### config.mk
export PLATFORM = sky130hd
export DESIGN_NAME = instruction_fetch_unit_flat
export DESIGN_NICKNAME = d
export VERILOG_FILES = /design/src/rtl/instruction_fetch_unit_pkg.sv /design/src/rtl/instruction_fetch_unit_if.sv /design/src/rtl/instruction_fetch_unit_pc_next_mux.sv /design/src/rtl/instruction_fetch_unit.sv /design/src/flat_wrapper.sv
export SDC_FILE = /design/constraint.sdc
export NUM_CORES = 1
export LEC_CHECK = 0
export BUFFER_PORTS_ARGS = -buffer_cell sky130_fd_sc_hd__buf_4
export CAP_MARGIN = 20
export CORE_ASPECT_RATIO = 0.9
export CORE_MARGIN = 3
export CORE_UTILIZATION = 35
export CTS_CLUSTER_DIAMETER = 50
export DETAILED_ROUTE_END_ITERATION = 10
export PLACE_DENSITY_LB_ADDON = 0.2
export SYNTH_ARGS = -nofsm -noshare
export SYNTH_HDL_FRONTEND = slang
export SYNTH_HIERARCHICAL = 1
export SYNTH_SLANG_ARGS = --single-unit
### constraint.sdc
create_clock -name clk -period 6.8 [get_ports clk]
set_input_delay 1.02 -clock clk [delete_from_list [all_inputs] [get_ports clk]]
set_output_delay 1.02 -clock clk [all_outputs]
set_load 0.1 [all_outputs]
### src/rtl/instruction_fetch_unit_pkg.sv
// Shared fetch constants: reset PC / text base, NOP word, ROM depth, FSM states.
package instruction_fetch_unit_pkg;
  localparam int          DATA_W_DEF    = 32;
  localparam int          ROM_DEPTH_DEF = 64;
  localparam logic [31:0] RESET_PC_DEF  = 32'h0040_0000;
  localparam logic [31:0] NOP           = 32'h0000_0000;

  typedef enum logic [1:0] {
    FILL = 2'd0,
    RUN  = 2'd1,
    HALT = 2'd2
  } fetch_state_t;
endpackage

### src/rtl/instruction_fetch_unit_if.sv
// Fetch-unit bus: pipeline control in, instruction memory, IF/ID register out.
interface instruction_fetch_unit_if #(parameter int DATA_WIDTH = 32);
  logic                  stall;
  logic                  flush;
  logic                  branch_taken;
  logic [DATA_WIDTH-1:0] branch_target;
  logic                  jump;
  logic [DATA_WIDTH-1:0] jump_target;
  logic [DATA_WIDTH-1:0] imem_data;
  logic [DATA_WIDTH-1:0] imem_addr;
  logic [DATA_WIDTH-1:0] if_id_instr;
  logic [DATA_WIDTH-1:0] if_id_pc_plus4;
  logic                  if_id_valid;
  logic                  fetch_fault;

  // fetch unit side
  modport master (
    input  stall, flush, branch_taken, branch_target, jump, jump_target, imem_data,
    output imem_addr, if_id_instr, if_id_pc_plus4, if_id_valid, fetch_fault
  );

  // pipeline / memory side
  modport slave (
    output stall, flush, branch_taken, branch_target, jump, jump_target, imem_data,
    input  imem_addr, if_id_instr, if_id_pc_plus4, if_id_valid, fetch_fault
  );
endinterface

### src/rtl/instruction_fetch_unit_pc_next_mux.sv
// Next-PC selection (jump > branch > PC+4), word alignment and range check.
module pc_next_mux
  import instruction_fetch_unit_pkg::*;
#(
  parameter int                    DATA_WIDTH = DATA_W_DEF,
  parameter int                    ROM_DEPTH  = ROM_DEPTH_DEF,
  parameter logic [DATA_WIDTH-1:0] RESET_PC   = DATA_WIDTH'(RESET_PC_DEF)
) (
  input  logic [DATA_WIDTH-1:0] pc,
  input  logic                  jump,
  input  logic [DATA_WIDTH-1:0] jump_target,
  input  logic                  branch_taken,
  input  logic [DATA_WIDTH-1:0] branch_target,
  output logic [DATA_WIDTH-1:0] next_pc,
  output logic                  redirect,
  output logic                  misaligned,
  output logic                  out_of_range
);
  // One bit wider so the end of the text segment cannot wrap to zero.
  localparam logic [DATA_WIDTH:0] PC_LIMIT = {1'b0, RESET_PC} + (DATA_WIDTH+1)'(4 * ROM_DEPTH);

  logic [DATA_WIDTH-1:0] raw_pc;

  // Pick the raw target, force word alignment, flag misalignment and range faults.
  // PC+4 wrapping past the top of memory lands below RESET_PC and is caught here.
  always_comb begin
    raw_pc = pc + DATA_WIDTH'(4);
    if (jump)              raw_pc = jump_target;
    else if (branch_taken) raw_pc = branch_target;
    redirect     = jump | branch_taken;
    misaligned   = redirect && (raw_pc[1:0] != 2'b00);
    next_pc      = {raw_pc[DATA_WIDTH-1:2], 2'b00};
    out_of_range = (next_pc < RESET_PC) || ({1'b0, next_pc} >= PC_LIMIT);
  end
endmodule

### src/rtl/instruction_fetch_unit.sv
// Instruction fetch stage: PC register, IF/ID register and FILL/RUN/HALT control.
module instruction_fetch_unit
  import instruction_fetch_unit_pkg::*;
#(
  parameter int                    DATA_WIDTH = DATA_W_DEF,
  parameter int                    ROM_DEPTH  = ROM_DEPTH_DEF,
  parameter logic [DATA_WIDTH-1:0] RESET_PC   = DATA_WIDTH'(RESET_PC_DEF)
) (
  input logic                  clk,
  input logic                  reset,
  instruction_fetch_unit_if.master bus
);
  fetch_state_t          state;
  logic [DATA_WIDTH-1:0] pc;
  logic [DATA_WIDTH-1:0] instr_q;
  logic [DATA_WIDTH-1:0] pc4_q;
  logic                  valid_q;
  logic                  fault_q;

  logic [DATA_WIDTH-1:0] next_pc;
  logic                  redirect;
  logic                  misaligned;
  logic                  out_of_range;
  logic                  advance;

  pc_next_mux #(
    .DATA_WIDTH(DATA_WIDTH),
    .ROM_DEPTH (ROM_DEPTH),
    .RESET_PC  (RESET_PC)
  ) u_pc_next_mux (
    .pc           (pc),
    .jump         (bus.jump),
    .jump_target  (bus.jump_target),
    .branch_taken (bus.branch_taken),
    .branch_target(bus.branch_target),
    .next_pc      (next_pc),
    .redirect     (redirect),
    .misaligned   (misaligned),
    .out_of_range (out_of_range)
  );

  // Flush and redirects override a stall; otherwise a stall freezes everything.
  assign advance = redirect | bus.flush | ~bus.stall;

  // Fetch FSM with registered PC, IF/ID contents and sticky fault.
  always_ff @(posedge clk or posedge reset) begin
    if (reset) begin
      state   <= FILL;
      pc      <= RESET_PC;
      instr_q <= DATA_WIDTH'(NOP);
      pc4_q   <= '0;
      valid_q <= 1'b0;
      fault_q <= 1'b0;
    end else begin
      case (state)
        // Bubble cycle: PC stays at the reset vector, nothing enters IF/ID.
        FILL: begin
          state   <= RUN;
          valid_q <= 1'b0;
        end
        RUN: begin
          if (advance) begin
            pc <= next_pc;
            if (out_of_range) begin
              state   <= HALT;
              fault_q <= 1'b1;
              instr_q <= DATA_WIDTH'(NOP);
              pc4_q   <= '0;
              valid_q <= 1'b0;
            end else begin
              if (misaligned) fault_q <= 1'b1;
              if (redirect | bus.flush) begin
                instr_q <= DATA_WIDTH'(NOP);
                pc4_q   <= '0;
                valid_q <= 1'b0;
              end else begin
                instr_q <= bus.imem_data;
                pc4_q   <= pc + DATA_WIDTH'(4);
                valid_q <= 1'b1;
              end
            end
          end
        end
        // Dead until reset; IF/ID already holds a NOP from the faulting edge.
        HALT: ;
        default: state <= FILL;
      endcase
    end
  end

  assign bus.imem_addr      = pc;
  assign bus.if_id_instr    = instr_q;
  assign bus.if_id_pc_plus4 = pc4_q;
  assign bus.if_id_valid    = valid_q;
  assign bus.fetch_fault    = fault_q;
endmodule

### src/flat_wrapper.sv
// flat-port wrapper written by rule: the top's interface ports become plain ports
module instruction_fetch_unit_flat import instruction_fetch_unit_pkg::*;
#(
  parameter int                    DATA_WIDTH = DATA_W_DEF,
  parameter int                    ROM_DEPTH  = ROM_DEPTH_DEF,
  parameter logic [DATA_WIDTH-1:0] RESET_PC   = DATA_WIDTH'(RESET_PC_DEF)
)
  (clk, reset, bus_stall, bus_flush, bus_branch_taken, bus_branch_target, bus_jump, bus_jump_target, bus_imem_data, bus_imem_addr, bus_if_id_instr, bus_if_id_pc_plus4, bus_if_id_valid, bus_fetch_fault);
  instruction_fetch_unit_if #(.DATA_WIDTH(DATA_WIDTH)) bus_i ();
  input logic clk;
  input logic reset;
  input wire logic [$bits(bus_i.stall)-1:0] bus_stall;
  input wire logic [$bits(bus_i.flush)-1:0] bus_flush;
  input wire logic [$bits(bus_i.branch_taken)-1:0] bus_branch_taken;
  input wire logic [$bits(bus_i.branch_target)-1:0] bus_branch_target;
  input wire logic [$bits(bus_i.jump)-1:0] bus_jump;
  input wire logic [$bits(bus_i.jump_target)-1:0] bus_jump_target;
  input wire logic [$bits(bus_i.imem_data)-1:0] bus_imem_data;
  output wire logic [$bits(bus_i.imem_addr)-1:0] bus_imem_addr;
  output wire logic [$bits(bus_i.if_id_instr)-1:0] bus_if_id_instr;
  output wire logic [$bits(bus_i.if_id_pc_plus4)-1:0] bus_if_id_pc_plus4;
  output wire logic [$bits(bus_i.if_id_valid)-1:0] bus_if_id_valid;
  output wire logic [$bits(bus_i.fetch_fault)-1:0] bus_fetch_fault;
  assign bus_i.stall = bus_stall;
  assign bus_i.flush = bus_flush;
  assign bus_i.branch_taken = bus_branch_taken;
  assign bus_i.branch_target = bus_branch_target;
  assign bus_i.jump = bus_jump;
  assign bus_i.jump_target = bus_jump_target;
  assign bus_i.imem_data = bus_imem_data;
  assign bus_imem_addr = bus_i.imem_addr;
  assign bus_if_id_instr = bus_i.if_id_instr;
  assign bus_if_id_pc_plus4 = bus_i.if_id_pc_plus4;
  assign bus_if_id_valid = bus_i.if_id_valid;
  assign bus_fetch_fault = bus_i.fetch_fault;
  instruction_fetch_unit #(.DATA_WIDTH(DATA_WIDTH), .ROM_DEPTH(ROM_DEPTH), .RESET_PC(RESET_PC)) u_core (.clk(clk), .reset(reset), .bus(bus_i));
endmodule
Word level (Yosys, flattened, before mapping)
Cells that the tools add are included.
{"block": "op_classes", "n_addsub": 1, "n_lt_le_gt_ge": 2, "eq_ne": 4, "mux": 15, "bitwise": 5, "reduce_logical": 10}
{"cell": "32-bit two-way mux", "n": 6}
{"cell": "32-bit by 3-bit adder with 32-bit output (second input constant)", "n": 1}
{"cell": "32-bit by 23-bit >= comparator with 1-bit output (second input constant)", "n": 1}
{"cell": "32-bit by 23-bit < comparator with 1-bit output (second input constant)", "n": 1}
{"cell": "2-bit one-hot mux with 3 select lines", "n": 1}
{"cell": "3-bit AND reduction", "n": 2}
{"cell": "2-bit nonzero test", "n": 3}
{"cell": "1-bit two-way mux", "n": 5}
{"cell": "2-bit two-way mux", "n": 2}
{"cell": "2-bit by 1-bit != test with 1-bit output (second input constant)", "n": 2}
{"cell": "2-bit AND reduction", "n": 2}
{"cell": "1-bit OR", "n": 3}
{"cell": "2-bit by 1-bit equality test with 1-bit output (second input constant)", "n": 1}
{"cell": "2-bit equality test (second input constant)", "n": 1}
{"cell": "2-bit zero test", "n": 1}
{"cell": "1-bit NOT", "n": 2}
{"cell": "1-bit one-hot mux with 2 select lines", "n": 1}
{"cell": "1-bit logical AND", "n": 1}
{"cell": "1-bit logical OR", "n": 1}
{"block": "word_totals", "register_bits": 98, "inputBits": 102, "output_inout_bits": 98}

Logic depth before layout (Yosys ltp)
Gate-level depths: netlist of run 1.
{"block": "depth", "depth_word": 8, "depth_mapped": 14}

Modules after synthesis
The synthesis of run 1 kept the hierarchy.
{"mod": "instruction_fetch_unit", "n_inst": 1, "cells_each": 339, "area_per_inst_um2": 4211.5, "seq_area_each_um2": 2503.7}
{"mod": "pc_next_mux", "n_inst": 1, "cells_each": 227, "area_per_inst_um2": 1529.0, "seq_area_each_um2": 0.0}

Worst setup path after synthesis of run 1
No wires, ideal clock.
{"block": "synth_path", "kind": "register -> register", "from": "register u_core.pc[7], in the netlist u_core/bus.imem_addr[7]", "to": "register u_core.instr_q[0], in the netlist u_core/bus.if_id_instr[0]", "arrival_ns": 4.146, "t_required_ns": 6.731, "path_slack_ns": 2.585, "path_stages_with_launch": 14, "path_buffers": 3, "path_cell_list": "dfrtp_1 > and4_1 > buf_6 > nand4_4 > nor4_1 > xnor2_1 > o211ai_1 > or4_1 > or4_1 > nor3b_1 > and2_1 > buf_2 > buf_2 > a22o_1"}
{"block": "synth_via", "elab_chain_cells": 6}
{"item": "start: declaration", "line_no": "instruction_fetch_unit.sv:14", "text": "logic [DATA_WIDTH-1:0] pc;"}
{"item": "start signal: assignment", "line_no": "instruction_fetch_unit.sv:63", "text": "pc <= next_pc;"}
{"item": "32-bit by 3-bit adder with 32-bit output (*)", "line_no": "instruction_fetch_unit_pc_next_mux.sv:27", "text": "raw_pc = pc + DATA_WIDTH'(4);"}
{"item": "32-bit two-way mux (*)", "line_no": "instruction_fetch_unit_pc_next_mux.sv:29", "text": "else if (branch_taken) raw_pc = branch_target;"}
{"item": "32-bit two-way mux (*)", "line_no": "instruction_fetch_unit_pc_next_mux.sv:28", "text": "if (jump) raw_pc = jump_target;"}
{"item": "32-bit by 23-bit < comparator with 1-bit output / 32-bit by 23-bit >= comparator with 1-bit output (equally long branches)", "line_no": "instruction_fetch_unit_pc_next_mux.sv:33", "text": "out_of_range = (next_pc < RESET_PC) || ({1'b0, next_pc} >= PC_LIMIT);"}
{"item": "1-bit logical OR (*)", "line_no": "instruction_fetch_unit_pc_next_mux.sv:33"}
{"item": "via u_core.out_of_range", "line_no": "instruction_fetch_unit.sv:23", "text": "logic out_of_range;"}
{"item": "32-bit two-way mux (*)", "line_no": "instruction_fetch_unit.sv:64", "text": "if (out_of_range) begin"}
{"item": "end signal: assignment", "line_no": "instruction_fetch_unit.sv:67", "text": "instr_q <= DATA_WIDTH'(NOP);"}
{"item": "end signal: assignment", "line_no": "instruction_fetch_unit.sv:73", "text": "instr_q <= DATA_WIDTH'(NOP);"}
{"item": "end signal: assignment", "line_no": "instruction_fetch_unit.sv:77", "text": "instr_q <= bus.imem_data;"}
{"item": "end: declaration", "line_no": "instruction_fetch_unit.sv:15", "text": "logic [DATA_WIDTH-1:0] instr_q;"}
The timed path passes the listed nets; every way through them passes the cells marked *.
A chain may end at the register's enable or synchronous reset.

Final worst setup path of run 1
{"block": "layout_path", "from": "input port bus_jump", "to": "register u_core.instr_q[3], in the netlist u_core/bus.if_id_instr[3]"}
{"block": "layout_via", "elab_chain_cells": 4}
{"item": "start: declaration", "line_no": "flat_wrapper.sv:16", "text": "input wire logic [$bits(bus_i.jump)-1:0] bus_jump;"}
{"item": "1-bit OR (*)", "line_no": "instruction_fetch_unit_pc_next_mux.sv:30", "text": "redirect = jump | branch_taken;"}
{"item": "via u_core.redirect", "line_no": "instruction_fetch_unit.sv:21", "text": "logic redirect;"}
{"item": "1-bit OR (*)", "line_no": "instruction_fetch_unit.sv:43, instruction_fetch_unit.sv:72"}
{"item": "32-bit two-way mux / 1-bit OR (equally long branches)", "line_no": "instruction_fetch_unit.sv:72, instruction_fetch_unit.sv:43"}
{"item": "32-bit two-way mux / 2-bit AND reduction (equally long branches)"}
Marks and branches as above.

==> results of run 1 <==
-- worst max-delay path: cells and delay by family --
kind                   cells  cell delay (ns)
AO/OA/AOI/OAI              1             0.14
AND/OR/NAND/NOR            9             2.91
buffers and inverters      3             1.02
-- cell usage after synthesis (all sizes together), types with 16 or more instances --
cell type | count | area [um^2]
xor2 | 31 | 272
nand2 | 66 | 248
buf | 17 | 119
a22o | 37 | 324
nand3 | 24 | 125
nor3 | 17 | 85.1
clkbuf | 18 | 98.8
nand4 | 21 | 213
o21ai | 48 | 255
mux2 | 34 | 387
dfrtp | 99 | 2480
nor2 | 16 | 60.1
-- kinds of logic (layout without fill, tap and decap cells) --
family	Yosys count	in the layout
mux	38	38
other cells	1	2
simple gates	197	197
fa+ha+maj	2	2
flops	100	100
buf+inv	48	231
xor+xnor	46	46
compound gates	134	134
-- state kept, by name, summed over array words and instances (netlist names) --
register,flops
u_core/bus.if_id_instr,32
u_core/state,2
u_core/bus.fetch_fault,1
u_core/bus.if_id_valid,1
u_core/bus.imem_addr,32
u_core/bus.if_id_pc_plus4,32
-- worst max-delay path by stage --
stage / to / slack, ns / cells past startpoint / from
global route: u_core/bus.if_id_pc_plus4[24]$_DFFE_PP0P_ / 1.62 / 11 / bus_jump
finish: u_core/bus.if_id_instr[3]$_DFFE_PP0P_ / 1.98 / 13 / bus_jump
detailed placement: u_core/bus.if_id_instr[0]$_DFFE_PP0P_ / 1.45 / 11 / bus_jump
floorplan: u_core/bus.if_id_instr[0]$_DFFE_PP0P_ / 2.58 / 13 / u_core/bus.imem_addr[7]$_DFFE_PP0P_
CTS: u_core/bus.if_id_instr[25]$_DFFE_PP0P_ / 1.85 / 11 / bus_jump
global placement: u_core/bus.if_id_instr[0]$_DFFE_PP0P_ / 1.65 / 11 / bus_jump
-- layer usage --
| layer | global-route usage [%] | routed length, um | vias up |
|---|---|---|---|
| li1 | - | - | 2443 |
| met1 | 28.8 | 8430 | 2601 |
| met2 | 33.1 | 8950 | 174 |
| met3 | 4.08 | 995 | 22 |
| met4 | 6.50 | 379 | 0 |
| met5 | 0 | 0 | - |
-- cell type report --
cell class	count	area [um^2]	area share, %
multi-input cells	419	2980	39.0
inverters	13	51.3	0.670
flip-flops and latches	100	2500	32.7
clock buffers	9	225	2.94
well taps	202	253	3.30
repair buffers	202	1540	20.2
clock inverters	7	93.8	1.23
-- power groups by stage --
stage	sequential (uW)	clock, uW	combinational, uW
floorplan	1600	0	522
global placement	1030	0	1500
detailed placement	1040	0	1510
CTS	1030	568	1510
global route	1060	588	1600
finish	1030	549	1520
-- stage by stage --
stage	total power (uW)	cells	setup WS, ns
final	3100	952	1.98
after global routing	3240	952	1.62
after CTS	3110	950	1.85
after detailed placement	2550	934	1.45
after global placement	2540	934	1.65
after floorplan	2120	567	2.58
==> results.cfg, run 1 <==
[floorplanning]
coreArea_um2 = 15700
io_pins = 200
die_x_um = 141
initial_core_util_pct = 36.5
die_h_um = 127
dieArea_um2 = 18000
rows = 43

[routing]
wire_per_inst_um = 19.7
first_pass_iters = 5
vias = 5240
wirelength_mm = 18.8
vias_per_cell = 5.50
drc = 0
drt_iter0_drc = 416
ant_nets = 0

[sta]
finalHoldViolCount = 0
rsz0062_at_grt = false
slew_headroom_pct = 36.7
timing.final.crit_period_ns = 4.82
whs_ns = 0.478
fin_setup_tns_ns = 0
fin_crit_sh_pct = 70.8
maxSlewViolCount = 0
skew_ns = 0.00774
setup_viol = 0
fmax_ghz = 0.208
worst_pin_slew_ns = 0.947

[logic_synthesis]
yosysUniqueCellTypes = 70
yosysSeqAreaShare_pct = 43.6
synth_compound_area_share_pct = 16.7
synthAdderAreaFrac_pct = 0.436
synthMuxAreaShare_pct = 7.43
synthesis.area_um2 = 5740
synthFlopType = dfrtp_1
synth_edf_count = 0
synth_top_family_by_area = simple AND/OR/NAND/NOR gates
syn_inst = 566
synth-simple-area-share_pct = 20.1
yosys_register_bits = 100
ys_async_sr_fraction_pct = 100
synthXorXnorAreaFrac_pct = 7.02
synth.avg_cell_area_um2 = 10.1
yosysWarnings = 6

[power_and_ir_drop]
peakVddDrop_mv = 0.279
p_int_uw = 1430
p_per_area_nw_per_um2 = 405
p_leak_uw = 0.00354
switchingPower_uw = 1670
seqPwrFrac_pct = 33.3
swShare_pct = 53.8
clkPwrFrac_pct = 17.7
power_frac_comb_pct = 49.0

[cts]
cts_htree_levels = 3
clk_latency_ns = 0.35
post_cts_buffers = 0
cts_sinks = 100
ctsResizeCount = 0
clk_path_buf_depth = 2
cts_hold_buf = 0
cts_made_buffers = 9
tritoncts = done
cts_root_buffer = clkbuf_16
clk_pin_slew_worst_paths_ns = 0.08

[final_layout]
mostFrequentLayoutCell = buf_4
design_area_um2 = 7650
drive_gt1_share_pct = 37.1
mostFrequentLayoutCells = buf_4 (200), dfrtp_1 (99), nand2_1 (65)
nets = 849
area_delta_synth_final_pct = 33.3
fillerInstances = 1506
antenna_cells = 0
fin_util_pct = 48.7

[worst_setup_path]
worstSetupStartpointType = input pin
reg2reg_depth = 11
crit_chain = buf_4 -> nor2_1 -> inv_1 -> nor2_1 -> nor4b_1 -> nor3_1 -> nand4_1 -> or4b_1 -> or4_1 -> nor3b_1 -> and2_1 -> buf_8 -> a22o_1
cpMaxStageDelayCell = and2_1
crit_fanout = 44
criticalPathCategory = in -> reg
max_stage_delay_ns = 0.75
r2r-end = u_core/bus.if_id_instr[3]$_DFFE_PP0P_
r2r-start = u_core/bus.imem_addr[7]$_DFFE_PP0P_
cp.arrival_ns = 5.11
required_ns = 7.10
crit_top_cell = nor2_1
rrSetupSlack_ns = 2.04
crit_path_end_kind = register

[global_route]
antenna_found_initial = 0
grt-ovfl-total = 0
grt_max_degree = 99
grt_pass1_vias = 5310
grt_pass1_wl_mm = 29.7
grt_usage_pct = 20.8

[job]
max_cap_violations = 0

[placed_design]
routabilityCongestion = 0.881
hpwlAfterDp_mm = 14.0
io_buffers = 199
post_dp_cell_area_um2 = 7290

[hold_path]
whs_path_depth = 2
hp-start = u_core/bus.if_id_pc_plus4[20]$_DFFE_PP0P_
worstHoldPathType = reg -> reg
worstHoldEndpoint = u_core/bus.if_id_pc_plus4[20]$_DFFE_PP0P_

[status]
status = complete, no violations
No activity file was read; power rests on OpenSTA's default activity.
==> inputs of run 2 (changes only) <==
clock period = 4.1 ns   (was 6.8 ns; I/O delays follow)
==> run 2 against run 1 <==
Net effect:
- clock power is 50% higher
- largest power group unchanged
- sequential power up 38%
- total power is 68% higher
- setup slack got worse by 1.7 ns
- die area is the same
- first-iteration DRC count down 32%
==> results.cfg, run 2 (synthesis gave the netlist of run 1 again) <==
[sta]
rsz0062_at_grt = false
setup_viol = 0
fin_setup_tns_ns = 0
worst_pin_slew_ns = 0.962
timing.final.crit_period_ns = 3.80
fmax_ghz = 0.263
maxSlewViolCount = 0
finalHoldViolCount = 0
slew_headroom_pct = 35.9
setup_ws_ns = 0.296
skew_ns = 0.0103
fin_crit_sh_pct = 92.8

[cts]
cts_root_buffer = clkbuf_16
clk_pin_slew_worst_paths_ns = 0.07
clk_latency_ns = 0.35
ctsResizeCount = 0
post_cts_buffers = 0
cts_sinks = 100
cts_made_buffers = 9
clk_path_buf_depth = 2
tritoncts = done
cts_htree_levels = 3
cts_hold_buf = 0

[floorplanning]
rows = 43
die_h_um = 127
coreArea_um2 = 15700
io_pins = 200
die_x_um = 141
initial_core_util_pct = 36.5
dieArea_um2 = 18000

[power_and_ir_drop]
switchingPower_uw = 2770
p_leak_uw = 0.00365
power_frac_comb_pct = 57.0
p_int_uw = 2440
swShare_pct = 53.2
p_per_area_nw_per_um2 = 662
peakVddDrop_mv = 0.459
clkPwrFrac_pct = 15.8
seqPwrFrac_pct = 27.2

[job]
max_cap_violations = 0

[worst_setup_path]
cpMaxStageDelayCell = or4_1
max_stage_delay_ns = 0.62
crit_fanout = 35
crit_path_start = u_core/bus.imem_addr[3]$_DFFE_PP0P_
criticalPathCategory = reg -> reg
crit_chain = ha_1 -> and2_2 -> nand4_4 -> mux2_4 -> a221oi_4 -> o2111ai_1 -> or4_1 -> or4_1 -> nor3b_2 -> and2_1 -> buf_12 -> a22o_1
r2r-start = u_core/bus.imem_addr[3]$_DFFE_PP0P_
worstSetupStartpointType = register
required_ns = 4.39
cp.arrival_ns = 4.10
crit_path_end_kind = register
rrSetupSlack_ns = 0.30
crit_top_cell = or4_1

[global_route]
antenna_found_initial = 0
grt_usage_pct = 20.7
grt-ovfl-total = 0
grt_max_degree = 80
grt_pass1_vias = 5444
grt_pass1_wl_mm = 29.5

[placed_design]
io_buffers = 199
pre_cts_slack_ns = 0.100
hpwlAfterDp_mm = 14.4
routabilityCongestion = 0.975

[final_layout]
area_delta_synth_final_pct = 37.0
fillerInstances = 1516
nets = 877
drive_gt1_share_pct = 41.3
mostFrequentLayoutCell = buf_4
mostFrequentLayoutCells = buf_4 (228), dfrtp_1 (86), nand2_1 (65)
antenna_cells = 0

[routing]
vias_per_cell = 5.41
drt_iter0_drc = 284
ant_nets = 0
first_pass_iters = 6
wirelength_mm = 19.0
wire_per_inst_um = 19.3
vias = 5303
drc = 0

[status]
status = complete, no violations

[hold_path]
worstHoldPathType = in -> async
## run 2: changes by cell type in the layout (fill, tap and decap cells not counted), moves of 2 or more
cell,delta
buf_4,+28
dfrtp_1,-13
dfrtp_2,+13
clkinv_4,+2
## run 2: final timing paths
path / end / depth (start not counted)
hold reg to reg: u_core/bus.if_id_pc_plus4[17]$_DFFE_PP0P_ / 2
min in group clk: u_core/bus.if_id_instr[2]$_DFFE_PP0P_ / 2
setup / recovery: u_core/bus.if_id_instr[14]$_DFFE_PP0P_ / 12
hold / removal: u_core/bus.if_id_instr[31]$_DFFE_PP0P_ / 2
max in group asynchronous: u_core/bus.if_id_instr[20]$_DFFE_PP0P_ / 4
setup reg to reg: u_core/bus.if_id_instr[14]$_DFFE_PP0P_ / 12
## run 2: metrics by stage
stage          cells  total power [uW]  instance area [um^2]  util (%)  hold WS, ns
2_1_floorplan    567              3530                  5760         -        0.444
4_1_cts          979              5230                  7820      49.8        0.457
5_1_grt          980              5440                  7860      50.0        0.249
6_report         980              5210                  7860      50.0        0.234
3_5_place_dp     963              4390                  7540      48.0        0.476
3_3_place_gp     963              4340                  7540      48.0        0.459
## run 2: worst max-delay path, delay by kind of cell, from the launching register on
| family | cells | cell delay [ns] |
|---|---|---|
| buffers and inverters | 1 | 0.20 |
| multiplexers | 1 | 0.35 |
| flip-flops | 1 | 0.45 |
| AO/OA/AOI/OAI | 3 | 0.55 |
| adder cells (fa/ha/maj) | 1 | 0.27 |
| AND/OR/NAND/NOR | 6 | 1.90 |
## run 2: cell type report
type / count / area [um^2] / area share (%)
Clock buffer: 9 / 225 / 2.86
Timing Repair Buffer: 230 / 1760 / 22.4
Multi-Input combinational cell: 419 / 2990 / 38.1
Inverter: 13 / 51.3 / 0.652
Clock inverter: 7 / 61.3 / 0.780
Sequential cell: 100 / 2520 / 32.0
Tap cell: 202 / 253 / 3.21
## run 2: power by group through the flow
stage	registers (uW)	logic, uW	clock network (uW)
after floorplan	2670	862	0
after global placement	1410	2930	0
after detailed placement	1430	2960	0
after CTS	1410	2970	849
after global routing	1440	3110	895
final	1420	2970	822
## run 2: metal layers
metal / GRT usage, % / wire length, um
met3: 5.80 / 1280
met1: 27.5 / 8220
met2: 33.3 / 9060
met4: 5.58 / 393
met5: 0 / 0
==> inputs of run 3 (changes only) <==
clock period = 3.37 ns   (was 4.1 ns; I/O delays follow)
==> run 3 against run 2 <==
Net effect:
- the run now ends with negative setup slack left
- first-iteration DRC count rose by 2.8%
- sequential cell count did not move
- sequential share of layout area fell by 2.5 points
- clock power rose by 25%
- clock skew fell by 0.0036 ns
- combinational power rose by 36%
- register-to-register slack got worse by 0.44 ns
- global-route usage rose by 0.75 points
- sequential power rose by 16%
==> results.cfg, run 3 (synthesis gave the netlist of run 1 again) <==
[sta]
whs_ns = 0.351
setup_viol = 65
setup_ws_ns = -0.140
fin_crit_sh_pct = 104
timing.final.crit_period_ns = 3.51
fmax_ghz = 0.285
rsz0062_at_grt = true
finalHoldViolCount = 0
skew_ns = 0.00669
worst_pin_slew_ns = 0.911
maxSlewViolCount = 0
slew_headroom_pct = 39.3

[floorplanning]
rows = 43
io_pins = 200
initial_core_util_pct = 36.5
die_h_um = 127
die_x_um = 141
dieArea_um2 = 18000
coreArea_um2 = 15700

[global_route]
grt_usage_pct = 21.4
grt-ovfl-total = 0
grt_pass1_wl_mm = 30.6
grt_pass1_vias = 5569
grt_max_degree = 74
antenna_found_initial = 0

[worst_setup_path]
reg2reg_depth = 14
crit_top_cell = buf_4
criticalPathCategory = reg -> reg
worst-path-buf-inv = 4
required_ns = 3.65
crit_fanout = 8
crit_family = simple AND/OR/NAND/NOR gates
cpMaxStageDelayCell = or4_4
max_stage_delay_ns = 0.53
r2r-start = u_core/bus.imem_addr[7]$_DFFE_PP0P_
r2r-end = u_core/bus.if_id_pc_plus4[12]$_DFFE_PP0P_
crit_chain = and4_1 -> buf_4 -> buf_4 -> nand4_1 -> mux2i_2 -> and3b_1 -> o2111ai_2 -> or4_1 -> or4_4 -> nor3b_4 -> buf_6 -> nand2_8 -> clkbuf_16 -> o21ai_1
rrSetupSlack_ns = -0.14
worstSetupStartpointType = register
cp.arrival_ns = 3.79
crit_path_end_kind = register
crit_path_start = u_core/bus.imem_addr[7]$_DFFE_PP0P_

[final_layout]
final_cells = 1046
mostFrequentLayoutCell = buf_4
nets = 943
mostFrequentLayoutCells = buf_4 (288), dfrtp_1 (74), nand2_1 (64)
fillerInstances = 1413
drive_gt1_share_pct = 50.7
area_delta_synth_final_pct = 49.8
antenna_cells = 0

[routing]
first_pass_iters = 5
drc = 0
vias_per_cell = 5.28
vias = 5522
drt_iter0_drc = 292
ant_nets = 0
wire_per_inst_um = 19.0
wirelength_mm = 19.9

[placed_design]
routabilityCongestion = 0.911
dp_cells = 1018
io_buffers = 199
hpwlAfterDp_mm = 15.0

[cts]
cts_sinks = 100
cts_root_buffer = clkbuf_16
clk_latency_ns = 0.35
cts_made_buffers = 9
tritoncts = done
clk_path_buf_depth = 2
clk_pin_slew_worst_paths_ns = 0.08
cts_htree_levels = 3

[hold_path]
worstHoldPathType = in -> async

[power_and_ir_drop]
p_per_area_nw_per_um2 = 782
peakVddDrop_mv = 0.697
p_leak_uw = 0.00402

[job]
max_cap_violations = 0

[status]
status = finished, violations left
violations = negative setup slack
run 3: cell types whose count changed in the layout (fill, tap and decap cells not counted), moves of 5 or more:
| cell | before | now |
|---|---|---|
| o21ai_0 | 37 | 18 |
| buf_4 | 228 | 288 |
| dfrtp_2 | 13 | 25 |
| o21ai_1 | 7 | 12 |
| o21ai_2 | 4 | 18 |
| dfrtp_1 | 86 | 74 |
run 3: how the worst max path moves through the flow:
| stage | end | slack (ns) | cells after the start |
|---|---|---|---|
| after floorplan | u_core/bus.if_id_instr[0]$_DFFE_PP0P_ | -0.26 | 13 |
| after global placement | u_core/bus.if_id_instr[2]$_DFFE_PP0P_ | -0.24 | 12 |
| after detailed placement | u_core/bus.if_id_instr[11]$_DFFE_PP0P_ | -0.27 | 12 |
| after CTS | u_core/bus.if_id_pc_plus4[27]$_DFFE_PP0P_ | -0.17 | 12 |
| after global routing | u_core/bus.if_id_pc_plus4[12]$_DFFE_PP0P_ | -0.22 | 13 |
| final | u_core/bus.if_id_pc_plus4[12]$_DFFE_PP0P_ | -0.14 | 14 |
run 3: timing repair:
action	CTS	global route
pin swaps	4	9
setup buffers	2	6
setup endpoints to repair	64	65
gates resized for setup	5	28
cloned	1	3
hold buffers	0	0
run 3: cell type report:
| class | instances | area [um^2] | share of cell area [%] |
|---|---|---|---|
| Sequential cell | 100 | 2540 | 29.5 |
| Clock buffer | 9 | 225 | 2.62 |
| Multi-Input combinational cell | 419 | 3140 | 36.5 |
| Tap cell | 202 | 253 | 2.94 |
| Inverter | 13 | 51.3 | 0.597 |
| Clock inverter | 7 | 71.3 | 0.830 |
| Timing Repair Buffer | 296 | 2320 | 27.0 |
run 3: stage by stage:
step           util [%]  worst slack [ns]  TNS [ns]  instance area (um^2)  power, uW
2_1_floorplan         -            -0.259    -12.95                  5870       4340
3_3_place_gp       51.1            -0.240    -11.90                  8020       5560
3_5_place_dp       51.1            -0.268    -12.63                  8020       5620
4_1_cts            53.3            -0.165     -9.19                  8370       6660
5_1_grt            54.7            -0.225    -12.74                  8600       7040
6_report           54.7            -0.140     -6.53                  8600       6720
run 3: per-layer routing:
| metal | up-vias | share of wire [%] | global-route usage (%) |
|---|---|---|---|
| met5 | - | 0 | 0 |
| met4 | 0 | 1.0 | 5.13 |
| met3 | 11 | 4.7 | 3.33 |
| met2 | 137 | 49 | 35.2 |
| met1 | 2744 | 45 | 29.9 |
| li1 | 2630 | - | - |
run 3: where the power goes:
| group | switching [uW] | total (uW) | internal [uW] |
|---|---|---|---|
| combinational | 2770 | 4030 | 1260 |
| sequential | 209 | 1650 | 1440 |
| clock | 515 | 1030 | 519 |
| total | 3500 | 6720 | 3220 |
